`config.mk`:
```
export PLATFORM = sky130hd
export DESIGN_NAME = timer_slave
export DESIGN_NICKNAME = d
export VERILOG_FILES = /design/src/rtl/timer_pkg.sv /design/src/rtl/timer_prescaler.sv /design/src/rtl/timer_slave.sv
export SDC_FILE = /design/constraint.sdc
export NUM_CORES = 1
export LEC_CHECK = 0
export CAP_MARGIN = 25
export CORE_MARGIN = 8
export CORE_UTILIZATION = 40
export DETAILED_ROUTE_END_ITERATION = 12
export SLEW_MARGIN = 20
export SYNTH_ARGS = -nofsm -noshare
export SYNTH_HDL_FRONTEND = slang
export SYNTH_SLANG_ARGS = --single-unit
```
`constraint.sdc`:
```
create_clock -name clk -period 2.6 [get_ports clk]
set_input_delay 0.26 -clock clk [delete_from_list [all_inputs] [get_ports clk]]
set_output_delay 0.26 -clock clk [all_outputs]
set_load 0.01 [all_outputs]
```
`src/rtl/timer_pkg.sv`:
```
// Shared definitions for the memory-mapped timer: register word offsets,
// CTRL/STATUS bit positions and the FSM state type.
package timer_pkg;

    // Register selects are word offsets, i.e. address[4:2].
    localparam logic [2:0] REG_CTRL     = 3'd0;
    localparam logic [2:0] REG_PRESCALE = 3'd1;
    localparam logic [2:0] REG_COMPARE  = 3'd2;
    localparam logic [2:0] REG_COUNT    = 3'd3;
    localparam logic [2:0] REG_STATUS   = 3'd4;

    localparam int unsigned CTRL_EN      = 0;
    localparam int unsigned CTRL_ONESHOT = 1;
    localparam int unsigned CTRL_IRQ_EN  = 2;
    localparam int unsigned CTRL_WIDTH   = 3;

    localparam int unsigned STAT_MATCH   = 0;
    localparam int unsigned STAT_RUNNING = 1;

    typedef enum logic [1:0] {
        ST_IDLE = 2'd0,
        ST_RUN  = 2'd1,
        ST_HALT = 2'd2
    } state_e;

endpackage

```
`src/rtl/timer_prescaler.sv`:
```
// Prescaler: while enabled, emits a one-cycle tick every prescale+1 cycles.
// A clear restarts the period from zero.
module timer_prescaler
    import timer_pkg::*;
#(
    parameter int unsigned PRESC_WIDTH = 16
) (
    input  logic                   clk,
    input  logic                   rst_n,
    input  logic                   enable,
    input  logic                   clear,
    input  logic [PRESC_WIDTH-1:0] prescale,
    output logic                   tick
);

    logic [PRESC_WIDTH-1:0] cnt_q, cnt_d;

    always_comb begin
        tick  = enable && (cnt_q == prescale);
        cnt_d = cnt_q;
        if (clear) begin
            cnt_d = '0;
        end else if (enable) begin
            cnt_d = tick ? '0 : cnt_q + PRESC_WIDTH'(1);
        end
    end

    always_ff @(posedge clk or negedge rst_n) begin
        if (!rst_n) begin
            cnt_q <= '0;
        end else begin
            cnt_q <= cnt_d;
        end
    end

endmodule

```
`src/rtl/timer_slave.sv`:
```
// Memory-map timer slave: prescaled up-counter with compare match, periodic or
// one-shot operation, sticky MATCH flag and level interrupt.
module timer_slave
    import timer_pkg::*;
#(
    parameter int unsigned DATA_WIDTH  = 32,
    parameter int unsigned PRESC_WIDTH = 16
) (
    input  logic                  clk,
    input  logic                  rst_n,
    input  logic [DATA_WIDTH-1:0] wd,
    input  logic [31:0]           address,
    input  logic                  we,
    input  logic                  re,
    output logic [DATA_WIDTH-1:0] rd,
    output logic                  irq
);

    logic [2:0]             reg_sel;
    logic                   unused_addr;
    logic                   wr_ctrl, wr_presc, wr_compare, wr_count, wr_status;
    logic                   tick, hit, oneshot_hit;
    logic                   running, presc_clear, restart;

    state_e                 state_q, state_d;
    logic [CTRL_WIDTH-1:0]  ctrl_q, ctrl_d;
    logic [PRESC_WIDTH-1:0] presc_q, presc_d;
    logic [DATA_WIDTH-1:0]  compare_q, compare_d;
    logic [DATA_WIDTH-1:0]  count_q, count_d;
    logic                   match_q, match_d;

    assign reg_sel     = address[4:2];
    assign unused_addr = ^{address[31:5], address[1:0]};

    assign wr_ctrl    = we && (reg_sel == REG_CTRL);
    assign wr_presc   = we && (reg_sel == REG_PRESCALE);
    assign wr_compare = we && (reg_sel == REG_COMPARE);
    assign wr_count   = we && (reg_sel == REG_COUNT);
    assign wr_status  = we && (reg_sel == REG_STATUS);

    // A COUNT write suppresses match evaluation on a coincident tick.
    assign hit         = tick && !wr_count && (count_q == compare_q);
    assign oneshot_hit = hit && ctrl_q[CTRL_ONESHOT];

    timer_prescaler #(
        .PRESC_WIDTH(PRESC_WIDTH)
    ) u_prescaler (
        .clk     (clk),
        .rst_n   (rst_n),
        .enable  (running),
        .clear   (presc_clear),
        .prescale(presc_q),
        .tick    (tick)
    );

    always_ff @(posedge clk or negedge rst_n) begin
        if (!rst_n) begin
            state_q <= ST_IDLE;
        end else begin
            state_q <= state_d;
        end
    end

    always_comb begin
        state_d = state_q;
        unique case (state_q)
            ST_IDLE: if (wr_ctrl && wd[CTRL_EN]) state_d = ST_RUN;
            ST_RUN: begin
                if (oneshot_hit) begin
                    state_d = ST_HALT;
                end else if (wr_ctrl && !wd[CTRL_EN]) begin
                    state_d = ST_IDLE;
                end
            end
            ST_HALT: if (wr_ctrl && wd[CTRL_EN]) state_d = ST_RUN;
            default: state_d = ST_IDLE;
        endcase
    end

    always_comb begin
        running     = (state_q == ST_RUN);
        restart     = (state_q == ST_HALT) && (state_d == ST_RUN);
        presc_clear = ((state_q != ST_RUN) && (state_d == ST_RUN)) || wr_presc || wr_count;
    end

    always_comb begin
        ctrl_d    = ctrl_q;
        presc_d   = presc_q;
        compare_d = compare_q;
        count_d   = count_q;
        match_d   = match_q;

        if (wr_ctrl)    ctrl_d    = wd[CTRL_WIDTH-1:0];
        if (oneshot_hit) ctrl_d[CTRL_EN] = 1'b0;
        if (wr_presc)   presc_d   = wd[PRESC_WIDTH-1:0];
        if (wr_compare) compare_d = wd;

        if (wr_count) begin
            count_d = wd;
        end else if (restart) begin
            count_d = '0;
        end else if (hit) begin
            if (!ctrl_q[CTRL_ONESHOT]) count_d = '0;
        end else if (tick) begin
            count_d = count_q + DATA_WIDTH'(1);
        end

        // Hardware set wins over a coincident write-1-to-clear.
        if (wr_status && wd[STAT_MATCH]) match_d = 1'b0;
        if (hit)                         match_d = 1'b1;
    end

    always_ff @(posedge clk or negedge rst_n) begin
        if (!rst_n) begin
            ctrl_q    <= '0;
            presc_q   <= '0;
            compare_q <= '1;
            count_q   <= '0;
            match_q   <= 1'b0;
        end else begin
            ctrl_q    <= ctrl_d;
            presc_q   <= presc_d;
            compare_q <= compare_d;
            count_q   <= count_d;
            match_q   <= match_d;
        end
    end

    always_comb begin
        rd = '0;
        if (re) begin
            unique case (reg_sel)
                REG_CTRL:     rd = DATA_WIDTH'(ctrl_q);
                REG_PRESCALE: rd = DATA_WIDTH'(presc_q);
                REG_COMPARE:  rd = compare_q;
                REG_COUNT:    rd = count_q;
                REG_STATUS: begin
                    rd[STAT_MATCH]   = match_q;
                    rd[STAT_RUNNING] = running;
                end
                default:      rd = '0;
            endcase
        end
    end

    assign irq = match_q & ctrl_q[CTRL_IRQ_EN];

endmodule

```
Word-level counts from Yosys, hierarchy flattened

Cells that the tools add are included.

Bits in registers: 102
Input port bits: 68
Output and inout bits: 33

Muxes and demuxes: 19
Equality and inequality tests: 11
Reduce and logical (&&, ||, !) cells: 26
Add/sub/neg operators: 2
Bitwise logic cells: 1

Operator list:

| kind                                                | count |
|---|---|
| 2-to-1 mux 32 bit                                   | 6 |
| one-hot mux 30 bit (4 select lines)                 | 1 |
| 2-to-1 mux 16 bit                                   | 3 |
| adder 32 x 1 -> 32 bit, second input constant       | 1 |
| equality test 32 bit                                | 1 |
| adder 16 x 1 -> 16 bit, second input constant       | 1 |
| equality test 16 bit                                | 1 |
| logical AND 1 bit                                   | 14 |
| one-hot mux 2 bit (5 select lines)                  | 1 |
| equality test 3 x 2 -> 1 bit, second input constant | 2 |
| 2-to-1 mux 2 bit                                    | 3 |
| nonzero test 2 bit                                  | 3 |
| equality test 2 x 1 -> 1 bit, second input constant | 2 |
| 2-to-1 mux 1 bit                                    | 4 |
| != test 4 bit, second input constant                | 1 |
| one-hot mux 2 bit (2 select lines)                  | 1 |
| nonzero test 4 bit                                  | 1 |
| equality test 3 x 1 -> 1 bit, second input constant | 1 |
| equality test 3 bit, second input constant          | 1 |
| zero test 3 bit                                     | 1 |
| equality test 2 bit, second input constant          | 1 |
| zero test 1 bit                                     | 2 |
| zero test 2 bit                                     | 1 |
| logical OR 1 bit                                    | 2 |
| other kinds (4)                                     | 4 |

Longest topological paths before layout

Gate-level depths: netlist of the first run.

Word-level depth: 13
Depth in mapped cells: 10
Mapped depth without buffers: 7

Hierarchy

From an unflattened synthesis of the first run, not the netlist that was laid out.

Cell total of the unflattened synthesis: 690
Area, all modules: 6555.0 um2

By module, submodules not included:

| module          | instances | area each (um2) | sequential area each (um2) | cells each |
|---|---|---|---|---|
| timer_slave     | 1         | 5455.2          | 2192.1                     | 567 |
| timer_prescaler | 1         | 1099.8          | 400.4                      | 123 |

Worst setup path after synthesis of the first run

Ideal clock, no wire load.

Path kind: register to register
Start: register u_prescaler.cnt_q[0]
End: register count_q[2]
Data required time: 2.478 ns
Library setup time: 0.122 ns
Setup slack: 0.366 ns
Arrival time: 2.113 ns
Period minus slack after synthesis: 2.234 ns
Buffers on the path: 1
Cell stages (with the launch flop): 9
Cell sequence: dfrtp_1 > xor2_1 > or4_1 > nor3_1 > a21oi_1 > a31oi_2 > buf_2 > o21ai_0 > a32o_1

Word-level cells in the longest chain between the ends: 11

RTL lines:

| item                                                                             | RTL line              | source |
|---|---|---|
| start: declaration                                                               | timer_prescaler.sv:16 | `logic [PRESC_WIDTH-1:0] cnt_q, cnt_d;` |
| start signal: assignment                                                         | timer_prescaler.sv:32 | `cnt_q <= cnt_d;` |
| equality test 16 bit (*)                                                         | timer_prescaler.sv:19 | `tick = enable && (cnt_q == prescale);` |
| logical AND 1 bit (*)                                                            | timer_prescaler.sv:19 |  |
| logical AND 1 bit (2 in a row)                                                   | timer_slave.sv:42     | `assign hit = tick && !wr_count && (count_q == compare_q);` |
| logical AND 1 bit                                                                | timer_slave.sv:43     | `assign oneshot_hit = hit && ctrl_q[CTRL_ONESHOT];` |
| 2-to-1 mux 2 bit                                                                 | timer_slave.sv:69     | `if (oneshot_hit) begin` |
| one-hot mux 2 bit (2 select lines)                                               | timer_slave.sv:66     | `unique case (state_q)` |
| equality test 2 x 1 -> 1 bit                                                     | timer_slave.sv:82     | `restart = (state_q == ST_HALT) && (state_d == ST_RUN);` |
| logical AND 1 bit                                                                | timer_slave.sv:82     |  |
| != test 4 bit (no source line) (tied with other cells)                           | -                     |  |
| AND reduction 2 bit (no source line) / 2-to-1 mux 32 bit (equally long branches) | -                     |  |
| end signal: assignment                                                           | timer_slave.sv:124    | `count_q <= count_d;` |
| end: declaration                                                                 | timer_slave.sv:29     | `logic [DATA_WIDTH-1:0] count_q, count_d;` |

Mark *: on every way between the ends. The rest lies on a longest branch, timed or not.
A chain may end at the register's enable or synchronous reset.

Worst setup path after layout of the first run

Start: register compare_q[23]
End: register count_q[7]

Word-level cells in the longest chain between the ends: 9

RTL lines:

| item                                                                             | RTL line           | source |
|---|---|---|
| start: declaration                                                               | timer_slave.sv:28  | `logic [DATA_WIDTH-1:0] compare_q, compare_d;` |
| start signal: assignment                                                         | timer_slave.sv:123 | `compare_q <= compare_d;` |
| equality test 32 bit (*)                                                         | timer_slave.sv:42  |  |
| logical AND 1 bit (*)                                                            | timer_slave.sv:42  |  |
| logical AND 1 bit                                                                | timer_slave.sv:43  |  |
| 2-to-1 mux 2 bit                                                                 | timer_slave.sv:69  |  |
| one-hot mux 2 bit (2 select lines)                                               | timer_slave.sv:66  |  |
| equality test 2 x 1 -> 1 bit                                                     | timer_slave.sv:82  |  |
| logical AND 1 bit                                                                | timer_slave.sv:82  |  |
| != test 4 bit (no source line) (tied with other cells)                           | -                  |  |
| AND reduction 2 bit (no source line) / 2-to-1 mux 32 bit (equally long branches) | -                  |  |

Marked as above.

==> results.ini, run 1 <==
[setup_path]
crit_path_max_fanout=6
crit_type=reg2reg
arrival_ns=2.85
cp_cell_sequence=xor2_2 -> nor4_2 -> buf_4 -> nand4_1 -> nor4_4 -> buf_4 -> a31oi_4 -> buf_6 -> clkbuf_16 -> o211a_1 -> nor3_2
cp_data_required_time_ns=2.88
crit_top_cell=buf_4
slowest_delay_ns=0.56
worst_path_max_delay_cell=dfstp_2
start_kind=flip-flop
cp-end-kind=flip-flop

[sta]
setup_viol=0
max_freq_mhz=389
skew_ns=0.00716
relSlewSlack_pct=56.5
setup_tns_ns=0
holdWs_ns=0.486
hold_viol=0
min_period_over_period_pct=98.9
grt_setup_unrepaired=true
slew_violations=0
fin_crit_ns=2.57
worst_slew_pin_slew_ns=0.652

[die]
die_h_um=142
start_util_pct=40.4
boundaryPins=101
core.rowCount=46
coreArea_um2=15700
die_w_um=142
fp.dieArea_um2=20100

[synthesis]
synth_compound_area_share_pct=14.2
synth_cells=659
syn_nets=729
ys_seq_area_share_pct=40.9
synth_area_um2=6330
synth_xor_xnor_area_share_pct=8.58
synth_mux_area_share_pct=15.0
synthSimpleGateAreaFrac_pct=16.9
ys.flop_type=dfrtp_1
synth_cell_type_count=54
synthArstFlopShare_pct=100
synth.avg_cell_area_um2=9.61
synth_edf_count=0
synth.ff_latch_count=102
synth-warning-count=0
synth_fa_ha_area_share_pct=0.395
synth_top_family_by_area=simple AND/OR/NAND/NOR gates

[placed_design]
dpl.cell_count=947
gp_congestion=0.870
dpl.hpwl_mm=13.5
placed_area_um2=7550
io_buffers=71

[cells_and_area]
fillerInstances=1454
fin_nets=821
multiInputGateArea_um2=3640
regArea_um2=2590
final_core_util_pct=51.8
final_cell_area_um2=8110
insertedDiodeCount=0
drive_gt1_share_pct=27.4
final_cells=971
syn_to_final_growth_pct=28.1

[drt]
drt_iter0_drc=401
viasPerCell=5.67
vias=5505
dr.pass1.iters=5
drc=0
wl_per_cell_um=19.6
routed_wl_mm=19.0
antenna_left=0

[clocking]
insertion_delay_ns=0.35
clock_path_buffers=2
cts_root_buf=clkbuf_16
cts_max_level=3
clkTransAtPathRegs_ns=0.07
cts_tree=done
numClockSinks=102
cts_buffers=9

[global_route]
grt_usage_pct=19.1
gr-total-overflow=0
grt_pass1_wl_mm=30.2
grt_start_max_net_pins=46
antenna_found_initial=0
grt_pass1_vias=5626

[pwr]
cellPowerDensity_nw_per_um2=580
worst_ir_drop_vdd_mv=0.381
leakage_uw=0.00335

[hold_path]
hold_class=in2async

[run]
max_cap_violations=0

[outcome]
run_status=complete, no violations

-- per-layer routing --
metal  global-route usage, %  wire length [µm]
met3                    2.72               806
met5                       0                 0
met2                    30.8              9120
met1                    25.0              8590
met4                    8.54               472
-- per-stage QoR --
stage / power, µW / setup WS (ns)
6_report: 4710 / 0.0280
5_1_grt: 4970 / -0.0680
4_1_cts: 4710 / 0.0263
3_5_place_dp: 3340 / -0.0786
3_3_place_gp: 3310 / -0.0950
2_1_floorplan: 2880 / 0.366
-- layout make-up --
class | instances | area share, %
sequential | 102 | 32.0
inverter | 9 | 0.416
timing repair buffer | 132 | 16.0
tap | 216 | 3.33
clock inverter | 1 | 0.370
clock buffer | 14 | 3.13
multi-input combinational | 497 | 44.8
-- worst paths after layout --
check                                     startpoint                         to  slack (ns)  cells after the start
max                        compare_q[23]$_DFFE_PN1P_     count_q[7]$_DFFE_PN0P_        0.03                     11
min                                            rst_n    count_q[26]$_DFFE_PN0P_        0.49                      2
max reg2reg                compare_q[23]$_DFFE_PN1P_     count_q[7]$_DFFE_PN0P_        0.03                     11
min reg2reg                      match_q$_DFFE_PN0P_        match_q$_DFFE_PN0P_        0.52                      1
max in group asynchronous                      rst_n  compare_q[14]$_DFFE_PN1P_        1.44                      3
min in group clk                          address[2]     count_q[0]$_DFFE_PN0P_        0.51                      4
-- cell families (layout without fill, tap and decap cells) --
logic type	Yosys count	after routing
AND/OR/NAND/NOR	219	219
AO/OA/AOI/OAI	131	131
flip-flops	102	102
multiplexers	83	83
XOR/XNOR	62	62
buffers and inverters	60	156
adder cells (fa/ha/maj)	2	2
-- sequential cells by signal (all words and copies together), names as in the netlist --
name,count
u_prescaler.cnt_q,16
compare_q,32
ctrl_q,3
match_q,1
state_q,2
presc_q,16
count_q,32
-- cells in the mapped netlist (2+ instances only) --
master,count,area share (%)
a31oi_1,7,0.69
nand2b_1,6,0.59
a32o_1,16,2.5
dfstp_2,32,13
xor2_1,42,5.8
mux2_2,63,11
buf_1,3,0.18
o211a_1,5,0.79
o21ai_0,16,1.3
and2_1,4,0.40
nor2b_1,5,0.49
o31ai_1,9,1.1
a21o_1,3,0.36
a311oi_1,4,0.55
clkbuf_1,34,2.0
nor3b_1,2,0.24
a22oi_1,16,1.9
nand4_1,13,1.3
dfrtp_1,70,28
ha_1,2,0.40
mux2i_1,17,2.7
mux4_2,3,1.1
nor2_1,66,3.9
a221oi_1,4,0.55
a21boi_0,3,0.36
xnor2_1,20,2.8
nand2_1,52,3.1
and3_1,6,0.59
nand3b_1,3,0.36
nand3_1,27,2.1
nor3_1,11,0.87
a21oi_1,26,2.1
o21ai_1,16,1.3
inv_1,9,0.53
or2_2,5,0.49
nor4_1,10,0.99
buf_2,12,0.95
-- layout by cell type (no fill, tap or decap), drive strengths merged, types with 13 or more instances in the layout --
master and count:
dfrtp 70, clkdlybuf4s50 69, nor2 66, mux2 63
buf 59, nand2 52, xor2 42, dfstp 32
o21ai 32, nand3 27, a21oi 26, xnor2 20
mux2i 17, clkbuf 17, a22oi 16, a32o 16
nand4 13
-- worst max-delay path, delay by kind of cell (launching register included) --
kind | cells | cell delay [ns]
flops | 1 | 0.56
buf+inv | 4 | 0.69
compound gates | 2 | 0.23
xor+xnor | 1 | 0.08
simple gates | 4 | 0.94
-- where the power goes --
part,internal (µW),switching (µW)
Combinational,612,533
Clock,770,574
Sequential,1920,297
Total,3300,1400
-- repair_timing --
item / CTS / global route
gates cloned: 0 / 6
hold buffers: 1 / 0
setup buffers: 0 / 2
resized for setup: 3 / 31
pin swaps: 0 / 8
endpoints found under the hold margin: 29 / 0
setup endpoints to repair: 4 / 27
(Power assumes the default switching activity.)
==> inputs of run 2 (changes only) <==
--- a/config.mk
+++ b/config.mk
@@ -7,8 +7,9 @@
 export LEC_CHECK = 0
 export CAP_MARGIN = 25
 export CORE_MARGIN = 8
-export CORE_UTILIZATION = 40
+export CORE_UTILIZATION = 45
 export DETAILED_ROUTE_END_ITERATION = 12
+export PLACE_DENSITY = 0.69
 export SLEW_MARGIN = 20
 export SYNTH_ARGS = -nofsm -noshare
 export SYNTH_HDL_FRONTEND = slang
==> run 2 against run 1 <==
Compared with the run above: cell count fell by 4.0%; core utilization rose by 5.6 points; sequential share of layout area rose by 0.68 points; first-iteration DRC count rose by 35%; non-clock buffer count fell by 4; clock skew fell by 0.0010 ns; via count fell by 0.76%; worst setup slack improved by 0.046 ns; sequential power barely moved; clock power rose by 13%; routed wire length fell by 4.2%; critical path type unchanged; largest power group unchanged; highest routed layer unchanged.
==> results.ini, run 2 (synthesis results as in run 1) <==
[pwr]
p_clk_share_pct=31.1
combPwrFrac_pct=23.3
leakage_uw=0.00334
cellPowerDensity_nw_per_um2=612
power.total_uw=4860
p_switching_uw=1440
worst_ir_drop_vdd_mv=0.334
internal_power_uw=3420
seq_power_share_pct=45.6
swShare_pct=29.6

[die]
die_h_um=135
fp.dieArea_um2=18100
core.rowCount=43
coreArea_um2=13800
boundaryPins=101
die_w_um=135
start_util_pct=45.8

[clocking]
clock_path_buffers=2
cts_buffers=9
insertion_delay_ns=0.36
cts_tree=done
cts_root_buf=clkbuf_16
cts_max_level=3
numClockSinks=102
clkTransAtPathRegs_ns=0.07

[global_route]
use_met2_pct=31.5
top_usage_layer=met2
gr-usage-met3_pct=2.75
use_met1_pct=27.8
grt_usage_pct=20.3
gr-total-overflow=0
antenna_found_initial=0
grt_pass1_wl_mm=29.5
grt_pass1_vias=5426
grt_start_max_net_pins=45

[sta]
setup_viol=0
grt_setup_unrepaired=true
skew_ns=0.00612
hold_viol=0
worst_slew_pin_slew_ns=0.613
setup_tns_ns=0
max_freq_mhz=396
relSlewSlack_pct=58.9
fin_crit_ns=2.53
min_period_over_period_pct=97.1
slew_violations=0

[outcome]
run_status=complete, no violations

[cells_and_area]
syn_to_final_growth_pct=25.5
top_regs=compare_q (32), count_q (32)
final_cell_mix=70 x dfrtp_1, 69 x clkdlybuf4s50_1, 66 x nor2_1
layout_commonest_cell=dfrtp_1
final_cell_area_um2=7950
insertedDiodeCount=0
drive_gt1_share_pct=25.0
fin_nets=817

[setup_path]
crit_type=reg2reg
arrival_ns=2.79
r2r-start=compare_q[9]$_DFFE_PN1P_
cp-end-kind=flip-flop
start_kind=flip-flop
regToRegEndpoint=count_q[30]$_DFFE_PN0P_
crit_path_max_fanout=40
rr_worst_depth=10
cp_data_required_time_ns=2.86
r2r_slack_ns=0.07

[placed_design]
io_buffers=71
dpl.hpwl_mm=13.3
placed_area_um2=7540
gp_congestion=0.889

[drt]
drt_iter0_drc=542
wl_per_cell_um=19.5
dr.pass1.iters=5
antenna_left=0
viasPerCell=5.86
routed_wl_mm=18.2
vias=5463
drc=0

[hold_path]
hold_class=in2async

[run]
max_cap_violations=0

## run 2: cell types whose count changed in the layout (fill, tap and decap cells not counted), moves of 2 or more
cell       before  now
buf_6           5    2
a21oi_1        22   25
nor3_1          8   10
a21oi_2         3    1
clkbuf_1        4    2
o21ai_1        12   16
o21ai_0        12   16
o21ai_2         8    0
clkbuf_16      12    9
nor3_2          4    2
## run 2: through the flow
step	hold slack, ns	cells	utilization (%)	worst slack [ns]
2_1_floorplan	-0.0356	659	-	0.366
3_3_place_gp	0.308	914	54.6	-0.0228
3_5_place_dp	0.309	914	54.6	-0.0651
4_1_cts	0.471	931	57.0	0.00121
5_1_grt	0.505	932	57.5	-0.0460
6_report	0.453	932	57.5	0.0741
## run 2: how the worst max path moves through the flow
stage | slack, ns | startpoint | endpoint
after floorplan | 0.37 | u_prescaler.cnt_q[0]$_DFFE_PN0P_ | count_q[2]$_DFFE_PN0P_
after global placement | -0.02 | address[4] | count_q[30]$_DFFE_PN0P_
after detailed placement | -0.07 | address[4] | count_q[30]$_DFFE_PN0P_
after CTS | 0.001 | compare_q[23]$_DFFE_PN1P_ | count_q[30]$_DFFE_PN0P_
after global routing | -0.05 | compare_q[9]$_DFFE_PN1P_ | count_q[30]$_DFFE_PN0P_
final | 0.07 | compare_q[9]$_DFFE_PN1P_ | count_q[30]$_DFFE_PN0P_
## run 2: worst max-delay path, stage by stage (launching register included)
cell	delay, ns
dfstp_2	0.55
xor2_1	0.08
nor4_2	0.29
buf_4	0.16
nand4_1	0.14
nor4_4	0.34
buf_4	0.18
a31oi_4	0.10
buf_12	0.20
o211a_1	0.13
nor4_2	0.24
## run 2: power by group through the flow
stage,combinational (µW),sequential (µW),clock (µW)
after global placement,1090,2220,0
after CTS,1120,2210,1530
after floorplan,748,2140,0
final,1130,2220,1510
after detailed placement,1110,2240,0
after global routing,1240,2260,1590
## run 2: metal layers
layer | vias to the layer above | routed length, µm
met2 | 157 | 8700
met1 | 2729 | 8280
li1 | 2554 | -
met3 | 23 | 885
met4 | 0 | 344
met5 | - | 0
## run 2: cell type report
| type | count | area [µm²] |
|---|---|---|
| Fill cell | 1187 | 5880 |
| Sequential cell | 102 | 2590 |
| Tap cell | 180 | 225 |
| Clock inverter | 3 | 67.6 |
| Clock buffer | 13 | 260 |
| Timing Repair Buffer | 128 | 1220 |
| Inverter | 9 | 33.8 |
| Multi-Input combinational cell | 497 | 3550 |
## run 2: repair_timing
item / in CTS / in global routing
setup endpoints to repair: 0 / 29
endpoints found under the hold margin: 22 / 0
resized for setup: 0 / 10
hold buffers: 1 / 0
setup buffers: 0 / 1
==> inputs of run 3 (changes only) <==
--- a/config.mk
+++ b/config.mk
@@ -5,8 +5,8 @@
 export SDC_FILE = /design/constraint.sdc
 export NUM_CORES = 1
 export LEC_CHECK = 0
-export CAP_MARGIN = 25
-export CORE_MARGIN = 8
+export CAP_MARGIN = 20
+export CORE_MARGIN = 1
 export CORE_UTILIZATION = 45
 export DETAILED_ROUTE_END_ITERATION = 12
 export PLACE_DENSITY = 0.69
==> run 3 against run 2 <==
Compared with the run above: sequential power is essentially flat; routed wire length down 3.5%; largest cell class unchanged; combinational power is essentially flat; first-iteration DRC count down 13%; maximum frequency shrank 1.6%; cell count down 0.54%; core utilization up 1.2 points; die area fell by 20%; sequential share of layout area rose by 0.072 points.
==> results.ini, run 3 (synthesis results as in run 1) <==
[sta]
slew_violations=0
skew_ns=0.00805
worst_slew_pin_slew_ns=0.629
hold_viol=0
grt_setup_unrepaired=true
min_period_over_period_pct=98.8
relSlewSlack_pct=58.1
setup_viol=0
setup_tns_ns=0
max_freq_mhz=389
setup_ws_ns=0.0319
fin_crit_ns=2.57

[cells_and_area]
syn_to_final_growth_pct=25.2
drive_gt1_share_pct=25.3
top_regs=compare_q (32), count_q (32)
insertedDiodeCount=0
final_cells=927
layout_commonest_cell=dfrtp_1
fin_nets=816
final_cell_area_um2=7930
final_cell_mix=70 x dfrtp_1, 69 x clkdlybuf4s50_1, 66 x nor2_1

[drt]
routed_wl_mm=17.6
drc=0
drt_iter0_drc=474
viasPerCell=5.93
wl_per_cell_um=19.0
vias=5501
antenna_left=0
dr.pass1.iters=5

[pwr]
leakage_uw=0.00333
p_clk_share_pct=31.8
worst_ir_drop_vdd_mv=0.329
p_switching_uw=1430
seq_power_share_pct=45.4
combPwrFrac_pct=22.9
cellPowerDensity_nw_per_um2=617
swShare_pct=29.3
internal_power_uw=3460

[clocking]
clock_path_buffers=2
cts_buffers=9
clkTransAtPathRegs_ns=0.07
cts_max_level=3
cts_tree=done
insertion_delay_ns=0.36
cts_root_buf=clkbuf_16
numClockSinks=102

[setup_path]
cp-end-kind=flip-flop
r2r_slack_ns=0.03
cp_data_required_time_ns=2.86
start_kind=flip-flop
regToRegEndpoint=count_q[30]$_DFFE_PN0P_
crit_type=reg2reg
r2r-start=compare_q[9]$_DFFE_PN1P_
rr_worst_depth=10
arrival_ns=2.83
crit_path_max_fanout=40

[placed_design]
dpl.hpwl_mm=12.5
io_buffers=71
gp_congestion=0.840
dp_slack_ns=-0.0487
placed_area_um2=7480
dpl.cell_count=905

[run]
max_cap_violations=0

[global_route]
grt_start_max_net_pins=58
gr-total-overflow=0
grt_usage_pct=25.1
grt_pass1_wl_mm=28.3
antenna_found_initial=0
grt_pass1_vias=5300

[die]
start_util_pct=46.9
coreArea_um2=13500
fp.dieArea_um2=14600
die_h_um=121
core.rowCount=42
boundaryPins=101
die_w_um=121

[outcome]
run_status=complete, no violations

[hold_path]
hold_class=in2async

## run 3: changes by cell type in the layout (fill, tap and decap cells not counted), moves of 2 or more
cell      before  now
nor3_1        10    8
clkbuf_8       2    0
nor3_2         2    4
buf_12         6    4
## run 3: area by class of cell
cell class              instances  area (µm²)
clock buffers                  10         229
multi-input cells             497        3550
inverters                       9        33.8
repair buffers                127        1190
fillers                      1185        5580
well taps                     176         220
clock inverters                 6         110
flip-flops and latches        102        2590
## run 3: metal layers
metal | GRT usage (%) | share of wire [%] | up-vias
met1 | 36.1 | 45 | 2707
met3 | 2.36 | 5.6 | 30
li1 | - | - | 2558
met5 | 0 | 0 | -
met4 | 10.8 | 2.9 | 0
met2 | 38.6 | 46 | 206
## run 3: worst max-delay path, stage by stage, from the launching register on
cell and delay, ns:
dfstp_2 0.54, xor2_1 0.07, nor4_2 0.37, buf_4 0.17, nand4_1 0.13, nor4_4 0.32
buf_4 0.18, a31oi_4 0.10, buf_12 0.20, o211a_1 0.13, nor4_2 0.25
## run 3: worst max path at each step
stage	from	end	slack (ns)	cells past startpoint
after global placement	compare_q[23]$_DFFE_PN1P_	count_q[30]$_DFFE_PN0P_	-0.06	10
after global routing	compare_q[9]$_DFFE_PN1P_	count_q[30]$_DFFE_PN0P_	-0.14	10
final	compare_q[9]$_DFFE_PN1P_	count_q[30]$_DFFE_PN0P_	0.03	10
after detailed placement	compare_q[23]$_DFFE_PN1P_	count_q[30]$_DFFE_PN0P_	-0.05	10
after CTS	compare_q[23]$_DFFE_PN1P_	count_q[30]$_DFFE_PN0P_	0.04	10
after floorplan	u_prescaler.cnt_q[0]$_DFFE_PN0P_	count_q[2]$_DFFE_PN0P_	0.37	8
## run 3: metrics by stage
stage	power [µW]	hold WS, ns	utilization (%)
6_report	4890	0.459	58.7
5_1_grt	5120	0.511	58.7
4_1_cts	4910	0.474	58.0
3_3_place_gp	3290	0.313	55.4
2_1_floorplan	2880	-0.0356	-
3_5_place_dp	3340	0.320	55.4
## run 3: repair_timing
action,4_1_cts,5_1_grt
setup buffers,0,3
gates cloned,0,2
endpoints found under the hold margin,29,0
hold buffers,1,0
pin swaps,0,3
setup endpoints to repair,10,27
resized for setup,1,15
## run 3: power by group through the flow
stage          registers (µW)  clock network [µW]  logic (µW)
3_3_place_gp             2220                   0        1070
4_1_cts                  2210                1580        1110
3_5_place_dp             2240                   0        1100
2_1_floorplan            2140                   0         748
6_report                 2220                1550        1120
5_1_grt                  2260                1650        1210
==> RTL change: new RTL, flow settings as in run 3 <==
Register the output `rd`, cleared by the reset; this adds one clock of latency there. The other outputs are not delayed to match.
--- a/src/rtl/timer_slave.sv
+++ b/src/rtl/timer_slave.sv
@@ -15,6 +15,8 @@
     output logic [DATA_WIDTH-1:0] rd,
     output logic                  irq
 );
+
+    logic [DATA_WIDTH-1:0] rd_d;
 
     logic [2:0]             reg_sel;
     logic                   unused_addr;
@@ -127,23 +129,31 @@
     end
 
     always_comb begin
-        rd = '0;
+        rd_d = '0;
         if (re) begin
             unique case (reg_sel)
-                REG_CTRL:     rd = DATA_WIDTH'(ctrl_q);
-                REG_PRESCALE: rd = DATA_WIDTH'(presc_q);
-                REG_COMPARE:  rd = compare_q;
-                REG_COUNT:    rd = count_q;
+                REG_CTRL:     rd_d = DATA_WIDTH'(ctrl_q);
+                REG_PRESCALE: rd_d = DATA_WIDTH'(presc_q);
+                REG_COMPARE:  rd_d = compare_q;
+                REG_COUNT:    rd_d = count_q;
                 REG_STATUS: begin
-                    rd[STAT_MATCH]   = match_q;
-                    rd[STAT_RUNNING] = running;
+                    rd_d[STAT_MATCH]   = match_q;
+                    rd_d[STAT_RUNNING] = running;
                 end
-                default:      rd = '0;
+                default:      rd_d = '0;
             endcase
         end
     end
 
     assign irq = match_q & ctrl_q[CTRL_IRQ_EN];
 
+    always_ff @(posedge clk or negedge rst_n) begin
+        if (!rst_n) begin
+            rd <= '0;
+        end else begin
+            rd <= rd_d;
+        end
+    end
+
 endmodule
 
Check against the original RTL: not equivalent (a bounded check fails within 4 cycles, from zero or initial values and one cycle with rst_n low).
==> RTL change against run 3 <==
- area after synthesis increased by 15%
- synthesized cell count increased by 3.9%
- power increased by 38%
- sequential cell count increased by 32
- worst setup slack improved by 120 ps
- clock power increased by 75%
- design area increased by 14%
- wire length increased by 8.5%
==> RTL change: results (changes against run 3) <==
set qor(proportion_of_cell_area_occupied_by_multi_input_gates_pct) 39.8 ;# was 44.8%
set qor(synth.area.top_cells) {sky130_fd_sc_hd__dfrtp_1, sky130_fd_sc_hd__dfstp_2, sky130_fd_sc_hd__mux2_2} ;# unchanged
set qor(finish.net_count) 847 ;# was 816
set qor(largest_registers) {compare_q x32, count_q x32, rd x32} ;# was compare_q x32, count_q x32
set qor(post_dp_cell_area_um2) 8360 ;# was 7480 um2
set qor(first_pass_iters) 6 ;# was 5
set qor(gpl.final_weighted_congestion) 0.930 ;# was 0.840
set qor(final_layout_size_suffix_gt1_share_pct) 25.7 ;# was 25.3%
set qor(grtUsageMet1_pct) 33.0 ;# was 36.1%
set qor(timing.critical_path.arrival_ps) 2760 ;# was 2830 ps
set qor(post_drt_via_cell_ratio) 5.68 ;# was 5.93
set qor(buffers_excl_clock) 115 ;# was 127
set qor(hpwlAfterDp_um) 13400 ;# was 12500 um
set qor(grt_pass1_wl_um) 31100 ;# was 28300 um
set qor(regToRegSetupSlack_ps) 150 ;# was 30 ps
set qor(worstReg2RegEnd) {count_q[5]} ;# was count_q[30]
set qor(area_share_clock_buf_inv_pct) 7.35 ;# was 4.28%
set qor(status) {finished clean} ;# unchanged
set qor(dpl.cell_count) 973 ;# was 905
set qor(nFlopsAndLatches) 134 ;# was 102
set qor(finalClockSkew_ps) 11.1 ;# was 8.05 ps
set qor(ys_seq_area_share_pct) 46.7 ;# was 40.9%
set qor(globalRouteTotalUtil_pct) 24.7 ;# was 25.1%
set qor(ctsResizeCount) 0 ;# was 1
set qor(n_fill_cell) 1331 ;# was 1185
set qor(hold_slack_ps) 309 ;# was 459 ps
set qor(cp-endpoint) {count_q[5]} ;# was count_q[30]
set qor(syn-num-nets) 755 ;# was 729
set qor(cts-htree-levels) 4 ;# was 3
set qor(ff2ff_path_depth) 7 ;# was 10
set qor(min-delay-path-class) {in2reg} ;# was in2async
set qor(syn_avg_cell_area_um2) 10.6 ;# was 9.61 um2
set qor(critical_path_peak_fanout) 10 ;# was 40
set qor(numCtsBuffers) 17 ;# was 9
set qor(cellPowerDensity_nw_per_um2) 745 ;# was 617 nW/um2
set qor(vias_post_dr) 5712 ;# was 5501
set qor(layout.nonclk_buf_share_pct) 12.1 ;# was 15.0%
set qor(detailroute.wirelength.met3_um) 826 ;# was 991 um
set qor(critical_path.reg2reg.startpoint) {compare_q[4]} ;# was compare_q[9]
set qor(timing.final.crit_period_ps) 2450 ;# was 2570 ps
set qor(first_global_vias) 5898 ;# was 5300
set qor(num-nonclk-inverters) 7 ;# was 9
set qor(grtUsageMet2_pct) 40.1 ;# was 38.6%
set qor(timing.slew.headroom_pct) 47.8 ;# was 58.1%
set qor(global_route.usage.met3_pct) 4.34 ;# was 2.36%
set qor(area.sequential_um2) 3390 ;# was 2590 um2
set qor(route.final.wire_length_um) 19100 ;# was 17600 um
-- RTL change: cell types whose count changed after synthesis, moves of 9 or more --
cell / run 3 / this run
sky130_fd_sc_hd__xor2_1: 42 / 6
sky130_fd_sc_hd__o21ai_1: 16 / 4
sky130_fd_sc_hd__nand4_1: 13 / 22
sky130_fd_sc_hd__nand2_1: 52 / 69
sky130_fd_sc_hd__a21oi_1: 26 / 7
sky130_fd_sc_hd__clkbuf_1: 34 / 15
sky130_fd_sc_hd__a22o_1: 1 / 10
sky130_fd_sc_hd__xnor2_1: 20 / 53
sky130_fd_sc_hd__dfrtp_1: 70 / 102
sky130_fd_sc_hd__nor4_1: 10 / 1
-- RTL change: power breakdown --
| part | switching (uW) | total, uW | internal [uW] | leakage (uW) |
|---|---|---|---|---|
| Clock | 938 | 2710 | 1780 | 0.000322 |
| Sequential | 314 | 2780 | 2460 | 0.00169 |
| Combinational | 581 | 1250 | 665 | 0.00171 |
| Total | 1830 | 6740 | 4900 | 0.00372 |
-- RTL change: cell families (layout without fill, tap and decap cells) --
group / count (synthesis) / in the layout / synth area share, %
compound gates: 117 / 117 / 12.3
fa+ha+maj: 2 / 2 / 0.344
buf+inv: 49 / 154 / 3.84
xor+xnor: 59 / 59 / 7.11
simple gates: 243 / 243 / 17.0
flops: 134 / 134 / 46.7
mux: 81 / 81 / 12.7
-- RTL change: worst max-delay path, stage by stage (launching register included) --
cell and delay (ps):
sky130_fd_sc_hd__dfstp_2 550, sky130_fd_sc_hd__xnor2_1 190, sky130_fd_sc_hd__nand4_1 260, sky130_fd_sc_hd__nor4_4 360, sky130_fd_sc_hd__nand4_4 250, sky130_fd_sc_hd__nand2_2 280, sky130_fd_sc_hd__o21ai_0 160, sky130_fd_sc_hd__a32o_1 290
